<file path="src/rtl/alu_issue_ctrl.sv">
// Issue/capture front end for the combinational ALU: decodes ALUOp/funct, registers operands
// and control, captures the result and hands it off. Optional macro: ALU_ISSUE_ILLEGAL_TRAP_EN.
module alu_issue_ctrl #(
    parameter int WIDTH     = 32,
    parameter int CNT_WIDTH = 16
) (
    input  logic                 clk,
    input  logic                 reset_n,
    input  logic                 in_valid,
    output logic                 in_ready,
    input  logic [1:0]           alu_op,
    input  logic [5:0]           funct,
    input  logic [WIDTH-1:0]     op_a,
    input  logic [WIDTH-1:0]     op_b,
    output logic [WIDTH-1:0]     alu_left,
    output logic [WIDTH-1:0]     alu_right,
    output logic [3:0]           alu_control,
    input  logic [WIDTH-1:0]     alu_result,
    output logic                 out_valid,
    input  logic                 out_ready,
    output logic [WIDTH-1:0]     result,
    output logic                 zero,
    output logic                 illegal,
    output logic [CNT_WIDTH-1:0] op_count
);

    // state    | meaning
    // IDLE     | ready for a request; accepting latches operands and control code
    // ISSUE    | ALU inputs stable; result captured on the next edge
    // CAPTURE  | result valid, held until the consumer takes it
    typedef enum logic [1:0] {
        ST_IDLE    = 2'd0,
        ST_ISSUE   = 2'd1,
        ST_CAPTURE = 2'd2
    } state_t;

    localparam logic [3:0] CTRL_ADD = 4'b0010;
    localparam logic [3:0] CTRL_SUB = 4'b0110;
    localparam logic [3:0] CTRL_AND = 4'b0000;
    localparam logic [3:0] CTRL_OR  = 4'b0001;
    localparam logic [3:0] CTRL_SLT = 4'b0111;
    localparam logic [3:0] CTRL_NOR = 4'b1100;

    state_t               state_q, state_d;
    logic [WIDTH-1:0]     alu_left_q, alu_left_d;
    logic [WIDTH-1:0]     alu_right_q, alu_right_d;
    logic [3:0]           alu_control_q, alu_control_d;
    logic [WIDTH-1:0]     result_q, result_d;
    logic                 zero_q, zero_d;
    logic                 out_valid_q, out_valid_d;
    logic [CNT_WIDTH-1:0] op_count_q, op_count_d;
    logic [3:0]           dec_code;

    // Illegal encodings fall through to add; the trap build overrides the result later.
    always_comb begin
        dec_code = CTRL_ADD;
        case (alu_op)
            2'b01: dec_code = CTRL_SUB;
            2'b10: begin
                case (funct)
                    6'b100010: dec_code = CTRL_SUB;
                    6'b100100: dec_code = CTRL_AND;
                    6'b100101: dec_code = CTRL_OR;
                    6'b101010: dec_code = CTRL_SLT;
                    6'b100111: dec_code = CTRL_NOR;
                    default:   dec_code = CTRL_ADD;
                endcase
            end
            default: dec_code = CTRL_ADD;
        endcase
    end

`ifdef ALU_ISSUE_ILLEGAL_TRAP_EN
    logic dec_illegal;
    logic illegal_pend_q, illegal_pend_d;
    logic illegal_q, illegal_d;

    always_comb begin
        dec_illegal = 1'b0;
        if (alu_op == 2'b11) begin
            dec_illegal = 1'b1;
        end else if (alu_op == 2'b10) begin
            case (funct)
                6'b100000, 6'b100010, 6'b100100,
                6'b100101, 6'b101010, 6'b100111: dec_illegal = 1'b0;
                default:                         dec_illegal = 1'b1;
            endcase
        end
    end
`endif

    always_comb begin
        state_d       = state_q;
        alu_left_d    = alu_left_q;
        alu_right_d   = alu_right_q;
        alu_control_d = alu_control_q;
        result_d      = result_q;
        zero_d        = zero_q;
        out_valid_d   = out_valid_q;
        op_count_d    = op_count_q;
        in_ready      = 1'b0;
`ifdef ALU_ISSUE_ILLEGAL_TRAP_EN
        illegal_pend_d = illegal_pend_q;
        illegal_d      = illegal_q;
`endif
        case (state_q)
            ST_IDLE: begin
                in_ready = 1'b1;
                if (in_valid) begin
                    alu_left_d    = op_a;
                    alu_right_d   = op_b;
                    alu_control_d = dec_code;
`ifdef ALU_ISSUE_ILLEGAL_TRAP_EN
                    illegal_pend_d = dec_illegal;
`endif
                    state_d       = ST_ISSUE;
                end
            end
            ST_ISSUE: begin
                result_d    = alu_result;
                zero_d      = (alu_result == '0);
                out_valid_d = 1'b1;
`ifdef ALU_ISSUE_ILLEGAL_TRAP_EN
                if (illegal_pend_q) begin
                    result_d  = '0;
                    zero_d    = 1'b1;
                    illegal_d = 1'b1;
                end
`endif
                state_d     = ST_CAPTURE;
            end
            ST_CAPTURE: begin
                if (out_ready) begin
                    out_valid_d = 1'b0;
                    op_count_d  = op_count_q + 1'b1;
`ifdef ALU_ISSUE_ILLEGAL_TRAP_EN
                    illegal_d   = 1'b0;
`endif
                    state_d     = ST_IDLE;
                end
            end
            default: begin
                out_valid_d = 1'b0;
                state_d     = ST_IDLE;
            end
        endcase
    end

    always_ff @(posedge clk or negedge reset_n) begin
        if (!reset_n) begin
            state_q       <= ST_IDLE;
            alu_left_q    <= '0;
            alu_right_q   <= '0;
            alu_control_q <= CTRL_ADD;
            result_q      <= '0;
            zero_q        <= 1'b0;
            out_valid_q   <= 1'b0;
            op_count_q    <= '0;
        end else begin
            state_q       <= state_d;
            alu_left_q    <= alu_left_d;
            alu_right_q   <= alu_right_d;
            alu_control_q <= alu_control_d;
            result_q      <= result_d;
            zero_q        <= zero_d;
            out_valid_q   <= out_valid_d;
            op_count_q    <= op_count_d;
        end
    end

`ifdef ALU_ISSUE_ILLEGAL_TRAP_EN
    always_ff @(posedge clk or negedge reset_n) begin
        if (!reset_n) begin
            illegal_pend_q <= 1'b0;
            illegal_q      <= 1'b0;
        end else begin
            illegal_pend_q <= illegal_pend_d;
            illegal_q      <= illegal_d;
        end
    end

    assign illegal = illegal_q;
`else
    assign illegal = 1'b0;
`endif

    assign alu_left    = alu_left_q;
    assign alu_right   = alu_right_q;
    assign alu_control = alu_control_q;
    assign result      = result_q;
    assign zero        = zero_q;
    assign out_valid   = out_valid_q;
    assign op_count    = op_count_q;

endmodule
</file>
<file path="config.mk">
export PLATFORM = sky130hd
export DESIGN_NAME = alu_issue_ctrl
export DESIGN_NICKNAME = d
export VERILOG_FILES = /design/src/rtl/alu_issue_ctrl.sv
export SDC_FILE = /design/constraint.sdc
export NUM_CORES = 1
export LEC_CHECK = 0
export CORE_MARGIN = 3
export CORE_UTILIZATION = 30
export CTS_BUF_LIST = sky130_fd_sc_hd__clkbuf_8
export DETAILED_ROUTE_END_ITERATION = 8
export PLACE_DENSITY_LB_ADDON = 0.2
export SETUP_SLACK_MARGIN = 0.15
export SLEW_MARGIN = 40
export SYNTH_ARGS = -nofsm -noshare
export SYNTH_HDL_FRONTEND = slang
export SYNTH_SLANG_ARGS = --single-unit
</file>
<file path="constraint.sdc">
create_clock -name clk -period 3.1 [get_ports clk]
set_clock_uncertainty 0.15 [all_clocks]
set_input_delay 0.62 -clock clk [delete_from_list [all_inputs] [get_ports clk]]
set_output_delay 0.62 -clock clk [all_outputs]
set_load 0.02 [all_outputs]
</file>
* Word level (Yosys, flattened, before mapping)
Cells that the tools add are included.
** Operators by class
- Add/subtract/negate cells :: 1
- Multipliers :: 0
- Divide/modulo/power cells :: 0
- Magnitude comparators :: 0
- Equality and inequality tests :: 11
- Shift-type cells :: 0
- Mux-type cells :: 8
- Bitwise operators :: 1
- Reductions and logical operators :: 6
** Operators with widths (number)
- logical NOT 32 bit :: 1
- == test 6 bit, second input constant :: 5
- one-hot mux 4 bit (5 select lines) :: 1
- adder 16 x 1 -> 16 bit, second input constant :: 1
- one-hot mux 4 bit (2 select lines) :: 1
- AND reduction 2 bit :: 4
- one-hot mux 2 bit (3 select lines) :: 1
- == test 2 x 1 -> 1 bit, second input constant :: 2
- == test 2 bit, second input constant :: 2
- 2-to-1 mux 2 bit :: 2
- inequality test 2 bit, second input constant :: 2
- one-hot mux 1 bit (3 select lines) :: 1
- logical NOT 2 bit :: 1
- 2-to-1 mux 1 bit :: 2
- NOT 1 bit :: 1
** Storage, ports and cells
- Flip-flop bits (word level) :: 120
- Bits in latches :: 0
- RAM bits :: 0
- Memory bits (read-only) :: 0
- Bits of input ports :: 108
- Output and inout bits :: 120
- Word-level logic and storage cells :: 35
- Memories kept :: 0

* Depth between registers and ports, before layout
- Depth in word-level cells :: 3
- Depth in mapped cells :: 7
- Depth with buffers taken out :: 5

* Worst setup path after synthesis
OpenSTA, ideal clock, no wires.
- Path type :: flip-flop to flip-flop
- From :: reg state_q[1]
- To :: reg alu_left_q[0], in the netlist alu_left[0]
- Setup time :: 0.117 ns
- Arrival :: 1.433 ns
- Data required time :: 2.833 ns
- Setup slack :: 1.401 ns
- Stages on the path, launching flop included :: 7
- Cells stage by stage :: dfrtp_1 > nor2_1 > nand2_2 > buf_4 > buf_4 > nand2_1 > nand2_1
** Between the ends
- Word-level cells in the longest chain between the ends :: 2
** RTL lines
- from (decl) :: line 44 : state_t state_q, state_d;
- from (signal assigned) :: line 160 : state_q <= state_d;
- logical NOT 2 bit :: line 106 : case (state_q)
- AND reduction 2 bit (no source line)
- to (signal assigned) :: line 161 : alu_left_q <= alu_left_d;
- to (decl) :: line 45 : logic [WIDTH-1:0] alu_left_q, alu_left_d;
No other way between the ends.
A chain may end at the register's enable or synchronous reset.

* Final worst setup path
- From :: reg state_q[1]
- To :: out in_ready
** Between the ends
- Word-level cells in the longest chain between the ends :: 2
** RTL lines
- logical NOT 2 bit :: line 106
- 2-to-1 mux 1 bit :: line 106
- to (decl) :: line 10 : output logic in_ready,
No other way between the ends.

==> results.txt <==
outcome: finished, final reports clean
post-detail-place hpwl: 9730 um
Cell Count Post-Placement: 875
core area: 15,500 um^2
Critical Path Source Type: register
hold_buf cts: 1
CP max FO: 6
Ant. Diodes: 0
Syn. warnings: 0
post-CTS setup buffer count: 0
initial antenna violation count: 0
final hold violations: 0
Static Leak: 3.52 nW
Hold WC Path Type: register to register
fin. max-slew vios: 0
Die Area: 17,700 um^2
Mapped Cells: 452
starting density of the core: 0.312
sequential area share after synthesis: 0.622
DRT Wirelength: 13,300 um
pin count of the biggest net entering global routing: 88
vias in the first global route: 4,114
First-pass DRT Iterations: 4
Synth cell types: 37
RePlAce Congestion: 0.768
PortBufs: 226
TritonCTS buffer count: 17
Synth Area per Inst: 10.7 um^2
Yosys reg bits: 120
wire length per cell: 14.6 um
Rows: 45
crit path kind: register to output pin
Die Y: 133 um
relative slew slack: 0.504
VDD IR max: 0.474 mV
Final setup viols: 0
DRC: 0
GRT Overall Usage: 0.153
Worst Path Arrival: 1.77 ns
fill count: 1,429
CTS tree: done
via count: 3,980
clock buffer depth: 2
Final min period: 2.54 ns
Max-Cap Viols: 0
Die X: 133 um
gr ovfl total: 0
wire length of the first global-routing pass: 21,600 um
Cell Chain, Critical Path: nor2_1 -> clkdlybuf4s50_1
Critical Path Slowest Stage Cell: clkdlybuf4s50_1
share of cells above drive strength 1: 0.0718
Mapped Area: 4830 um^2
Final Cycle Share: 0.820
worst skew pair latency: 0.42 ns
Worst-path clk slew: 0.06 ns
Critical Path RT: 2.33 ns
Routed Antenna Nets: 0
Area Growth Syn to Fin: 59.2%
# clock sinks: 120
Top-Level Pins: 228
nets: 795
crit end category: output pin
initial DRC count: 159
hold slack: 0.325 ns
CTS root buffer: clkbuf_8
non-filler cells in the finished layout: 907
total negative slack: 0 ns
CTS HTree Levels: 4
cell family with most CP delay: buffers and inverters
Fmax: 393 MHz
CP bufs+invs: 1
syn nets: 563
unrepaired setup endpoints after global routing: false
# resized after CTS: 0
worst-margin pin slew: 0.744 ns
crit-path max cell delay: 0.67 ns
vias per cell: 4.39
PD cells: 982 nW/um^2
registers in the layout, summed over array words and instances (netlist names):
register and flops:
alu_left 32, alu_right 32, result 32, op_count 16
alu_control 4, state_q 2, out_valid 1, zero 1
final cells by class:
class,instances,area [um^2],area share
tap,211,264,0.0343
inverter,5,18.8,0.00244
clock inverter,11,130,0.0169
multi-input combinational,308,1680,0.219
timing repair buffer,232,2320,0.301
clock buffer,20,275,0.0358
sequential,120,3000,0.390
final timing paths:
kind                                          start                          to  slack (ns)  depth (start not counted)
max reg2reg                  state_q[1]$_DFFE_PN0P_    alu_left[20]$_DFFE_PN0P_        1.27                          6
min in group asynchronous                   reset_n    op_count[12]$_DFFE_PN0P_        0.55                          2
min reg2reg                alu_right[9]$_DFFE_PN0P_    alu_right[9]$_DFFE_PN0P_        0.33                          2
min                        alu_right[9]$_DFFE_PN0P_    alu_right[9]$_DFFE_PN0P_        0.33                          2
max in group asynchronous                   reset_n  alu_control[1]$_DFFE_PN1P_        1.39                          3
max                          state_q[1]$_DFFE_PN0P_                    in_ready        0.56                          2
report_power, final:
| part | switching, mW | internal [mW] |
|---|---|---|
| Sequential | 0.378 | 2.25 |
| Combinational | 1.83 | 1.66 |
| Clock | 0.593 | 0.842 |
per-layer routing:
| layer | up-vias | wire length [um] | share of wire | global-route usage |
|---|---|---|---|---|
| li1 | 1922 | - | - | - |
| met1 | 1892 | 5390 | 0.41 | 0.178 |
| met2 | 156 | 6410 | 0.48 | 0.251 |
| met3 | 10 | 1320 | 0.10 | 0.0745 |
| met4 | 0 | 138 | 0.010 | 0.0456 |
| met5 | - | 0 | 0 | 0 |
through the flow:
stage	cell area [um^2]	util	power [mW]	setup slack [ns]
finish	7690	0.497	7.56	0.558
global route	7690	0.497	8.04	0.481
CTS	7690	0.497	7.68	0.515
detailed placement	7280	0.470	6.20	0.824
global placement	7280	0.470	6.13	0.865
floorplan	4830	-	4.40	1.40
kinds of logic after synthesis:
group,count (synthesis),share of synthesized area
and+or+nand+nor,245,0.219
adders and majority gates,3,0.00777
muxes,33,0.0769
other,1,0.000776
xor gates and xnor gates,15,0.0272
AOI/OAI and AO/OA,11,0.0163
DFF,120,0.622
buffers and inverters,24,0.0300
Yosys cell counts:
cell	n	area, um^2
nand2_2	1	6.26
nor2b_1	2	12.5
a21oi_1	1	5.00
o21ba_2	1	10.0
and3_1	3	18.8
ha_1	3	37.5
nand3_1	8	40.0
nand4b_4	1	23.8
mux2_1	27	304
o31ai_1	2	15.0
a2111oi_2	1	15.0
nor4_1	8	50.1
nor3_4	2	32.5
buf_4	8	60.1
nor3b_1	1	7.51
xor2_1	2	17.5
buf_1	1	3.75
a31oi_1	1	6.26
mux2_2	6	67.6
inv_1	4	15.0
conb_1	1	3.75
and4_1	1	8.76
o21ai_0	2	10.0
nand2b_1	3	18.8
nand2_1	201	754
o21a_1	1	7.51
inv_2	1	3.75
buf_2	8	40.0
nand3b_4	1	20.0
buf_6	2	22.5
xnor2_1	13	114
nand4_1	5	31.3
dfrtp_1	119	2980
o21ai_1	2	10.0
nand4b_1	1	8.76
nor2_1	7	26.3
dfstp_2	1	26.3
worst register-to-register path, delay by kind of cell (launching register included):
kind | cells | cell delay, ns
and+or+nand+nor | 4 | 0.46
buffers and inverters | 2 | 0.68
DFF | 1 | 0.47
layout by cell type (no fill, tap or decap), types with 3 or more instances in the layout:
master,instances
and3_1,3
buf_4,5
bufinv_16,3
clkbuf_8,20
clkdlybuf4s50_1,225
clkinv_2,5
dfrtp_1,119
ha_1,3
inv_1,6
mux2_1,27
mux2_2,6
nand2_1,201
nand2b_1,3
nand3_1,8
nand4_1,5
nor2_1,7
nor4_1,8
xnor2_1,13
No activity file was read; power rests on OpenSTA's default activity.
